[config.mk]
export PLATFORM = sky130hd
export DESIGN_NAME = ram_controller_ex_pattern_seq_flat
export DESIGN_NICKNAME = d
export VERILOG_FILES = /design/src/rtl/ram_controller_ex_pattern_seq_pkg.sv /design/src/rtl/ram_controller_ex_pattern_seq_if.sv /design/src/rtl/ram_controller_ex_lfsr8.sv /design/src/rtl/ram_controller_ex_pattern_seq.sv /design/src/flat_wrapper.sv
export SDC_FILE = /design/constraint.sdc
export NUM_CORES = 1
export LEC_CHECK = 0
export BUFFER_PORTS_ARGS = -buffer_cell sky130_fd_sc_hd__buf_2
export CORE_ASPECT_RATIO = 0.6
export CORE_MARGIN = 10
export CORE_UTILIZATION = 57
export CTS_CLUSTER_DIAMETER = 200
export DETAILED_ROUTE_END_ITERATION = 6
export GPL_ROUTABILITY_DRIVEN = 0
export PLACE_DENSITY = 0.79
export SYNTH_ARGS = -nofsm -noshare
export SYNTH_HDL_FRONTEND = slang
export SYNTH_SLANG_ARGS = --single-unit
[constraint.sdc]
create_clock -name clk -period 4 [get_ports clk]
set_input_delay 0 -clock clk [delete_from_list [all_inputs] [get_ports clk]]
set_output_delay 0 -clock clk [all_outputs]
set_load 0.1 [all_outputs]
[src/rtl/ram_controller_ex_pattern_seq_pkg.sv]
// Shared constants for the RAM controller example pattern sequencer:
// FSM encoding, LFSR width/step and the error-count ceiling.
package ram_controller_ex_pattern_seq_pkg;

  localparam int LFSR_W = 8;
  localparam logic [7:0] ERR_SAT = 8'd255;

  typedef logic [2:0] state_t;

  localparam state_t ST_IDLE    = 3'd0;
  localparam state_t ST_INIT    = 3'd1;
  localparam state_t ST_WRITE   = 3'd2;
  localparam state_t ST_RD_LOAD = 3'd3;
  localparam state_t ST_READ    = 3'd4;
  localparam state_t ST_DONE    = 3'd5;

  // Galois step, polynomial x^8 + x^4 + x^3 + x^2 + 1
  function automatic logic [LFSR_W-1:0] lfsr_next(input logic [LFSR_W-1:0] v);
    return {v[LFSR_W-2:0], 1'b0} ^ (v[LFSR_W-1] ? 8'h1D : 8'h00);
  endfunction

endpackage

[src/rtl/ram_controller_ex_pattern_seq_if.sv]
// Local request/response bus between the pattern sequencer (master)
// and the RAM controller (slave).
interface ram_controller_ex_pattern_seq_if #(
  parameter int ADDR_W = 8
);
  import ram_controller_ex_pattern_seq_pkg::*;

  logic                local_ready;
  logic                local_write_req;
  logic                local_read_req;
  logic [ADDR_W-1:0]   local_addr;
  logic [LFSR_W-1:0]   local_wdata;
  logic [LFSR_W-1:0]   local_rdata;
  logic                local_rdata_valid;

  modport master (
    input  local_ready, local_rdata, local_rdata_valid,
    output local_write_req, local_read_req, local_addr, local_wdata
  );

  modport slave (
    output local_ready, local_rdata, local_rdata_valid,
    input  local_write_req, local_read_req, local_addr, local_wdata
  );

endinterface

[src/rtl/ram_controller_ex_lfsr8.sv]
// 8-bit pattern LFSR with hold (pause/enable) and parallel load.
module ram_controller_ex_lfsr8
  import ram_controller_ex_pattern_seq_pkg::*;
#(
  parameter int SEED = 32
) (
  input  logic              clk,
  input  logic              reset_n,
  input  logic              enable,
  input  logic              pause,
  input  logic              load,
  input  logic [LFSR_W-1:0] ldata,
  output logic [LFSR_W-1:0] data
);

  localparam logic [LFSR_W-1:0] SEED_V = LFSR_W'(SEED);

  logic [LFSR_W-1:0] data_q, data_d;

  always_comb begin
    data_d = data_q;
    if (load) begin
      data_d = ldata;
    end else if (enable && !pause) begin
      data_d = lfsr_next(data_q);
    end
  end

  always_ff @(posedge clk or negedge reset_n) begin
    if (!reset_n) begin
      data_q <= SEED_V;
    end else begin
      data_q <= data_d;
    end
  end

  assign data = data_q;

endmodule

[src/rtl/ram_controller_ex_pattern_seq.sv]
// Pattern sequencer: writes an LFSR pattern over a window, reads it back,
// compares against a regenerated copy and keeps sticky pass/fail status.
module ram_controller_ex_pattern_seq
  import ram_controller_ex_pattern_seq_pkg::*;
#(
  parameter int SEED       = 32,
  parameter int ADDR_W     = 8,
  parameter int NUM_WORDS  = 16,
  parameter int NUM_PASSES = 2
) (
  input  logic                             clk,
  input  logic                             reset_n,
  input  logic                             start,
  input  logic                             loop_en,
  ram_controller_ex_pattern_seq_if.master  bus,
  output logic                             busy,
  output logic                             test_complete,
  output logic                             pnf,
  output logic [7:0]                       err_count
);

  localparam int CNT_W = ADDR_W + 1;
  localparam int PC_W  = $clog2(NUM_PASSES) + 1;

  localparam logic [ADDR_W-1:0] LAST_ADDR = ADDR_W'(NUM_WORDS - 1);
  localparam logic [CNT_W-1:0]  WORDS     = CNT_W'(NUM_WORDS);
  localparam logic [CNT_W-1:0]  LAST_RCV  = CNT_W'(NUM_WORDS - 1);
  localparam logic [PC_W-1:0]   LAST_PASS = PC_W'(NUM_PASSES - 1);

  function automatic logic [7:0] sat_inc(input logic [7:0] v);
    return (v == ERR_SAT) ? v : v + 8'd1;
  endfunction

  state_t              state_q, state_d;
  logic [ADDR_W-1:0]   wr_addr_q, wr_addr_d;
  logic [CNT_W-1:0]    rd_addr_q, rd_addr_d;
  logic [CNT_W-1:0]    rcv_cnt_q, rcv_cnt_d;
  logic [PC_W-1:0]     pass_cnt_q, pass_cnt_d;
  logic [LFSR_W-1:0]   pass_seed_q, pass_seed_d;
  logic                pnf_q, pnf_d;
  logic [7:0]          err_count_q, err_count_d;

  logic [LFSR_W-1:0]   gen_data, chk_data;
  logic                lfsr_en, write_req, read_req;
  logic                wr_acc, rd_acc, rx, mismatch;

  always_comb begin
    lfsr_en   = (state_q != ST_IDLE) && (state_q != ST_DONE);
    write_req = (state_q == ST_WRITE);
    read_req  = (state_q == ST_READ) && (rd_addr_q < WORDS);
    wr_acc    = write_req && bus.local_ready;
    rd_acc    = read_req && bus.local_ready;
    // Valids outside READ are strays from a previous context and are dropped.
    rx        = (state_q == ST_READ) && bus.local_rdata_valid;
    mismatch  = rx && (bus.local_rdata != chk_data);
  end

  always_comb begin
    state_d     = state_q;
    wr_addr_d   = wr_addr_q;
    rd_addr_d   = rd_addr_q;
    rcv_cnt_d   = rcv_cnt_q;
    pass_cnt_d  = pass_cnt_q;
    pass_seed_d = pass_seed_q;
    pnf_d       = pnf_q;
    err_count_d = err_count_q;
    case (state_q)
      ST_IDLE, ST_DONE: begin
        if (start) begin
          pnf_d       = 1'b1;
          err_count_d = 8'd0;
          pass_cnt_d  = '0;
          state_d     = ST_INIT;
        end
      end
      ST_INIT: begin
        pass_seed_d = gen_data;
        wr_addr_d   = '0;
        state_d     = ST_WRITE;
      end
      ST_WRITE: begin
        if (wr_acc) begin
          wr_addr_d = wr_addr_q + ADDR_W'(1);
          if (wr_addr_q == LAST_ADDR) state_d = ST_RD_LOAD;
        end
      end
      ST_RD_LOAD: begin
        rd_addr_d = '0;
        rcv_cnt_d = '0;
        state_d   = ST_READ;
      end
      ST_READ: begin
        if (rd_acc) rd_addr_d = rd_addr_q + CNT_W'(1);
        if (rx) begin
          rcv_cnt_d = rcv_cnt_q + CNT_W'(1);
          if (mismatch) begin
            pnf_d       = 1'b0;
            err_count_d = sat_inc(err_count_q);
          end
          if (rcv_cnt_q == LAST_RCV) begin
            if (!loop_en && (pass_cnt_q == LAST_PASS)) begin
              state_d = ST_DONE;
            end else begin
              pass_cnt_d = pass_cnt_q + PC_W'(1);
              state_d    = ST_INIT;
            end
          end
        end
      end
      default: state_d = ST_IDLE;
    endcase
  end

  always_ff @(posedge clk or negedge reset_n) begin
    if (!reset_n) begin
      state_q     <= ST_IDLE;
      wr_addr_q   <= '0;
      rd_addr_q   <= '0;
      rcv_cnt_q   <= '0;
      pass_cnt_q  <= '0;
      pass_seed_q <= '0;
      pnf_q       <= 1'b1;
      err_count_q <= 8'd0;
    end else begin
      state_q     <= state_d;
      wr_addr_q   <= wr_addr_d;
      rd_addr_q   <= rd_addr_d;
      rcv_cnt_q   <= rcv_cnt_d;
      pass_cnt_q  <= pass_cnt_d;
      pass_seed_q <= pass_seed_d;
      pnf_q       <= pnf_d;
      err_count_q <= err_count_d;
    end
  end

  // Generator advances once per accepted write; checker once per received word.
  ram_controller_ex_lfsr8 #(.SEED(SEED)) u_gen (
    .clk     (clk),
    .reset_n (reset_n),
    .enable  (lfsr_en),
    .pause   (!wr_acc),
    .load    (1'b0),
    .ldata   ('0),
    .data    (gen_data)
  );

  ram_controller_ex_lfsr8 #(.SEED(SEED)) u_chk (
    .clk     (clk),
    .reset_n (reset_n),
    .enable  (lfsr_en),
    .pause   (!rx),
    .load    (state_q == ST_RD_LOAD),
    .ldata   (pass_seed_q),
    .data    (chk_data)
  );

  assign bus.local_write_req = write_req;
  assign bus.local_read_req  = read_req;
  assign bus.local_addr      = write_req ? wr_addr_q :
                               read_req  ? rd_addr_q[ADDR_W-1:0] : '0;
  assign bus.local_wdata     = gen_data;

  assign busy          = lfsr_en;
  assign test_complete = (state_q == ST_DONE);
  assign pnf           = pnf_q;
  assign err_count     = err_count_q;

endmodule

[src/flat_wrapper.sv]
// flat-port wrapper written by rule: the top's interface ports become plain ports
module ram_controller_ex_pattern_seq_flat import ram_controller_ex_pattern_seq_pkg::*;
#(
  parameter int SEED       = 32,
  parameter int ADDR_W     = 8,
  parameter int NUM_WORDS  = 16,
  parameter int NUM_PASSES = 2
)
  (clk, reset_n, start, loop_en, busy, test_complete, pnf, err_count, bus_local_ready, bus_local_rdata, bus_local_rdata_valid, bus_local_write_req, bus_local_read_req, bus_local_addr, bus_local_wdata);
  ram_controller_ex_pattern_seq_if #(.ADDR_W(ADDR_W)) bus_i ();
  input  logic clk;
  input  logic reset_n;
  input  logic start;
  input  logic loop_en;
  output logic busy;
  output logic test_complete;
  output logic pnf;
  output logic [7:0] err_count;
  input wire logic [$bits(bus_i.local_ready)-1:0] bus_local_ready;
  input wire logic [$bits(bus_i.local_rdata)-1:0] bus_local_rdata;
  input wire logic [$bits(bus_i.local_rdata_valid)-1:0] bus_local_rdata_valid;
  output wire logic [$bits(bus_i.local_write_req)-1:0] bus_local_write_req;
  output wire logic [$bits(bus_i.local_read_req)-1:0] bus_local_read_req;
  output wire logic [$bits(bus_i.local_addr)-1:0] bus_local_addr;
  output wire logic [$bits(bus_i.local_wdata)-1:0] bus_local_wdata;
  assign bus_i.local_ready = bus_local_ready;
  assign bus_i.local_rdata = bus_local_rdata;
  assign bus_i.local_rdata_valid = bus_local_rdata_valid;
  assign bus_local_write_req = bus_i.local_write_req;
  assign bus_local_read_req = bus_i.local_read_req;
  assign bus_local_addr = bus_i.local_addr;
  assign bus_local_wdata = bus_i.local_wdata;
  ram_controller_ex_pattern_seq #(.SEED(SEED), .ADDR_W(ADDR_W), .NUM_WORDS(NUM_WORDS), .NUM_PASSES(NUM_PASSES)) u_core (.clk(clk), .reset_n(reset_n), .start(start), .loop_en(loop_en), .bus(bus_i), .busy(busy), .test_complete(test_complete), .pnf(pnf), .err_count(err_count));
endmodule
==> key figures <==
CTS
  • CTS tree: done
  • CTS Buf Count: 9
  • Worst skew pair latency: 0.34 ns
  • CTS max path bufs: 2
  • H-tree levels: 3
  • Clk sink count: 64
  • Root Buffer: clkbuf_8
  • Clock slew at reported path FFs: 0.07 ns
  • Post-CTS setup buffers: 0

Final layout
  • Final #Nets: 382
  • # diodes: 0
  • FILL cells: 448
  • Ratio of cells with drive above 1 in the final layout: 0.2418
  • Post-Route Utilization: 0.6712
  • Synth-to-Final Area Change: 14.92%

Synthesis
  • Post-synthesis sequential area ratio: 0.4957
  • Mean Syn Cell Area: 10.09 µm²
  • Synth Cell Area: 3238 µm²
  • Seq cells post-synth: 64
  • Async SR Flop Fraction: 1.000
  • Dominant synthesized flop cell: dfrtp_1
  • Synth unique cells: 52
  • Synth top area cells: dfrtp_1 (47%), mux2_2 (5.6%), nor2_1 (4.6%)
  • Mapped Cells: 321
  • Count leader, synth: dfrtp_1
  • Ys Warns: 0
  • Synth area leader: dfrtp_1
  • Number of synthesized flops with an enable pin: 0
  • Most instantiated cells after synthesis: dfrtp_1 (61), nor2_1 (40), nand2_1 (30), nand3_1 (17), xor2_1 (17)
  • Synthesized Nets: 340
  • Yosys top cell area share: 0.4714

Route
  • Met2 wire len: 3046 µm
  • Total wire length: 7187 µm
  • Met3 wire length: 445 µm
  • Avg Vias per Cell: 5.549
  • Residual DRC: 0
  • Vias post-DR: 2,486
  • DRT iter0 DRCs: 169
  • M1 WL: 3602 µm
  • Routed WL per cell: 16.04 µm
  • Post-detailed-route count of antenna-violating nets: 0
  • Top sig layer: met4
  • Drt first pass iters: 4

Hold path
  • Worst min-delay path class: in2reg

Setup path
  • Setup CP Type: reg2out
  • Crit end category: output pin
  • Worst path required time: 4.00 ns
  • R2r setup slk: 1.72 ns
  • Largest fanout on the critical path: 13
  • CP max-delay cell: dfrtp_1
  • CP top delay family: simple AND/OR/NAND/NOR gates
  • Buffer and inverter count on the worst path: 1
  • CP cell instances: or3b_4, nor3_4, a22o_1, buf_2
  • Critical Path AT: 2.44 ns
  • Crit path launch type: flop
  • Largest stage delay, worst path: 0.57 ns

Placed design
  • Pre-CTS setup slack: 1.752 ns
  • Port Buf Inserts: 42
  • HPWL Detailed: 5043 µm

Status
  • Outcome: finished, final reports clean

Timing
  • Skew final: 0.005485 ns
  • RSZ-0062 raised after global routing: no
  • Slew headroom: 0.2191
  • Tmin final: 2.441 ns
  • Final setup viols: 0
  • Hold WS: 0.03168 ns
  • Fin crit share: 0.6102
  • Worst slew pin tran: 1.167 ns
  • Count of final hold-check violations: 0
  • Fmax: 0.4097 GHz
  • Final worst slack: 1.559 ns
  • Setup TNS: 0 ns
  • Final max-slew violation count: 0

GRT
  • Vias in the first global route: 2,407
  • GRT overflow: 0
  • Initial antenna violation count: 0
  • GRT Total Usage: 0.1594
  • First-pass GRT wire length: 11,990 µm
  • Largest net degree at the start of global routing: 65

Floorplanning
  • Die H: 78.38 µm
  • IO Pins: 43
  • Die width: 117.3 µm
  • Core area: 5544 µm²
  • Die Area: 9194 µm²
  • Number of placement rows: 21
  • Starting Density: 0.5841

Pwr
  • PwrDens: 782.2 nW/µm²
  • Maximum vdd drop: 0.4906 mV
  • Leak pwr: 1.812 nW
  • Design Power: 2.911 mW

Run
  • Maxcap violations: 0
[cells by family (layout without fill, tap and decap cells)]
| family | count (synthesis) | in the layout | share of synthesized area |
|---|---|---|---|
| flops | 64 | 64 | 0.4957 |
| simple gates | 134 | 134 | 0.2094 |
| mux | 16 | 16 | 0.05564 |
| xor+xnor | 28 | 28 | 0.07573 |
| fa+ha+maj | 5 | 5 | 0.01932 |
| compound gates | 54 | 54 | 0.1163 |
| buf+inv | 20 | 67 | 0.02782 |
[final timing paths]
path	from	end	depth (start not counted)
max	u_core.state_q[2]	bus_local_addr[1]	4
min	loop_en	u_core.state_q[2]	3
max reg2reg	u_core.state_q[0]	u_core.rcv_cnt_q[6]	5
min reg2reg	u_core.rd_addr_q[7]	u_core.rd_addr_q[7]	1
max in group asynchronous	reset_n	u_core.pass_seed_q[5]	3
min in group asynchronous	reset_n	u_core.u_chk.data[2]	3
[timing repair]
item                      CTS  global route
hold endpoints to repair   62             0
hold buffers                2             0
resized for setup           0             0
[power by group]
part / internal [mW] / switching (mW) / leakage, nW
registers: 0.834 / 0.206 / 0.830
logic: 0.379 / 0.921 / 0.883
clock network: 0.307 / 0.264 / 0.0989
total: 1.52 / 1.39 / 1.81
[stage by stage]
| step | cells | instance area [µm²] |
|---|---|---|
| 2_1_floorplan | 321 | 3238 |
| 3_3_place_gp | 430 | 3496 |
| 3_5_place_dp | 430 | 3496 |
| 4_1_cts | 448 | 3721 |
| 5_1_grt | 448 | 3721 |
| 6_report | 448 | 3721 |
[cell type report]
cell class,count,area [µm²],area share
Sequential cell,64,1605,0.4314
Tap cell,80,100.1,0.02690
Clock buffer,10,137.6,0.03699
Multi-Input combinational cell,237,1543,0.4146
Clock inverter,6,67.56,0.01816
Timing Repair Buffer,47,252.7,0.06792
Inverter,4,15.01,0.004035
[worst register-to-register path, cell delays in order (launching register included)]
cell and delay, ns:
dfrtp_1 0.50, nand4bb_1 0.70, a21boi_0 0.59, nand3_1 0.15, xor2_1 0.15, nor2_1 0.05
[flip-flops by register name, indices dropped and copies added, names as in the netlist]
signal,cells
u_core.rcv_cnt_q,9
u_core.rd_addr_q,9
u_core.err_count,8
u_core.pass_seed_q,8
u_core.u_chk.data,8
u_core.u_gen.data,8
u_core.wr_addr_q,8
u_core.state_q,3
u_core.pass_cnt_q,2
u_core.pnf,1
[placed cells by master (no fill, tap or decap), types with 10 or more instances in the layout]
cell type  synthesis  routed
a21oi_1           13      13
and2_1            11      11
buf_2              6      42
clkbuf_8           0      10
dfrtp_1           61      61
mux2_2            16      16
nand2_1           30      30
nand3_1           17      17
nor2_1            40      40
xnor2_1           11      11
xor2_1            17      17
[layer usage]
metal  track usage  up-vias
li1              -     1207
met1        0.2207     1187
met2        0.2254       84
met3       0.06286        8
met4       0.04353        0
met5             0        -
No activity file was read; power rests on OpenSTA's default activity.
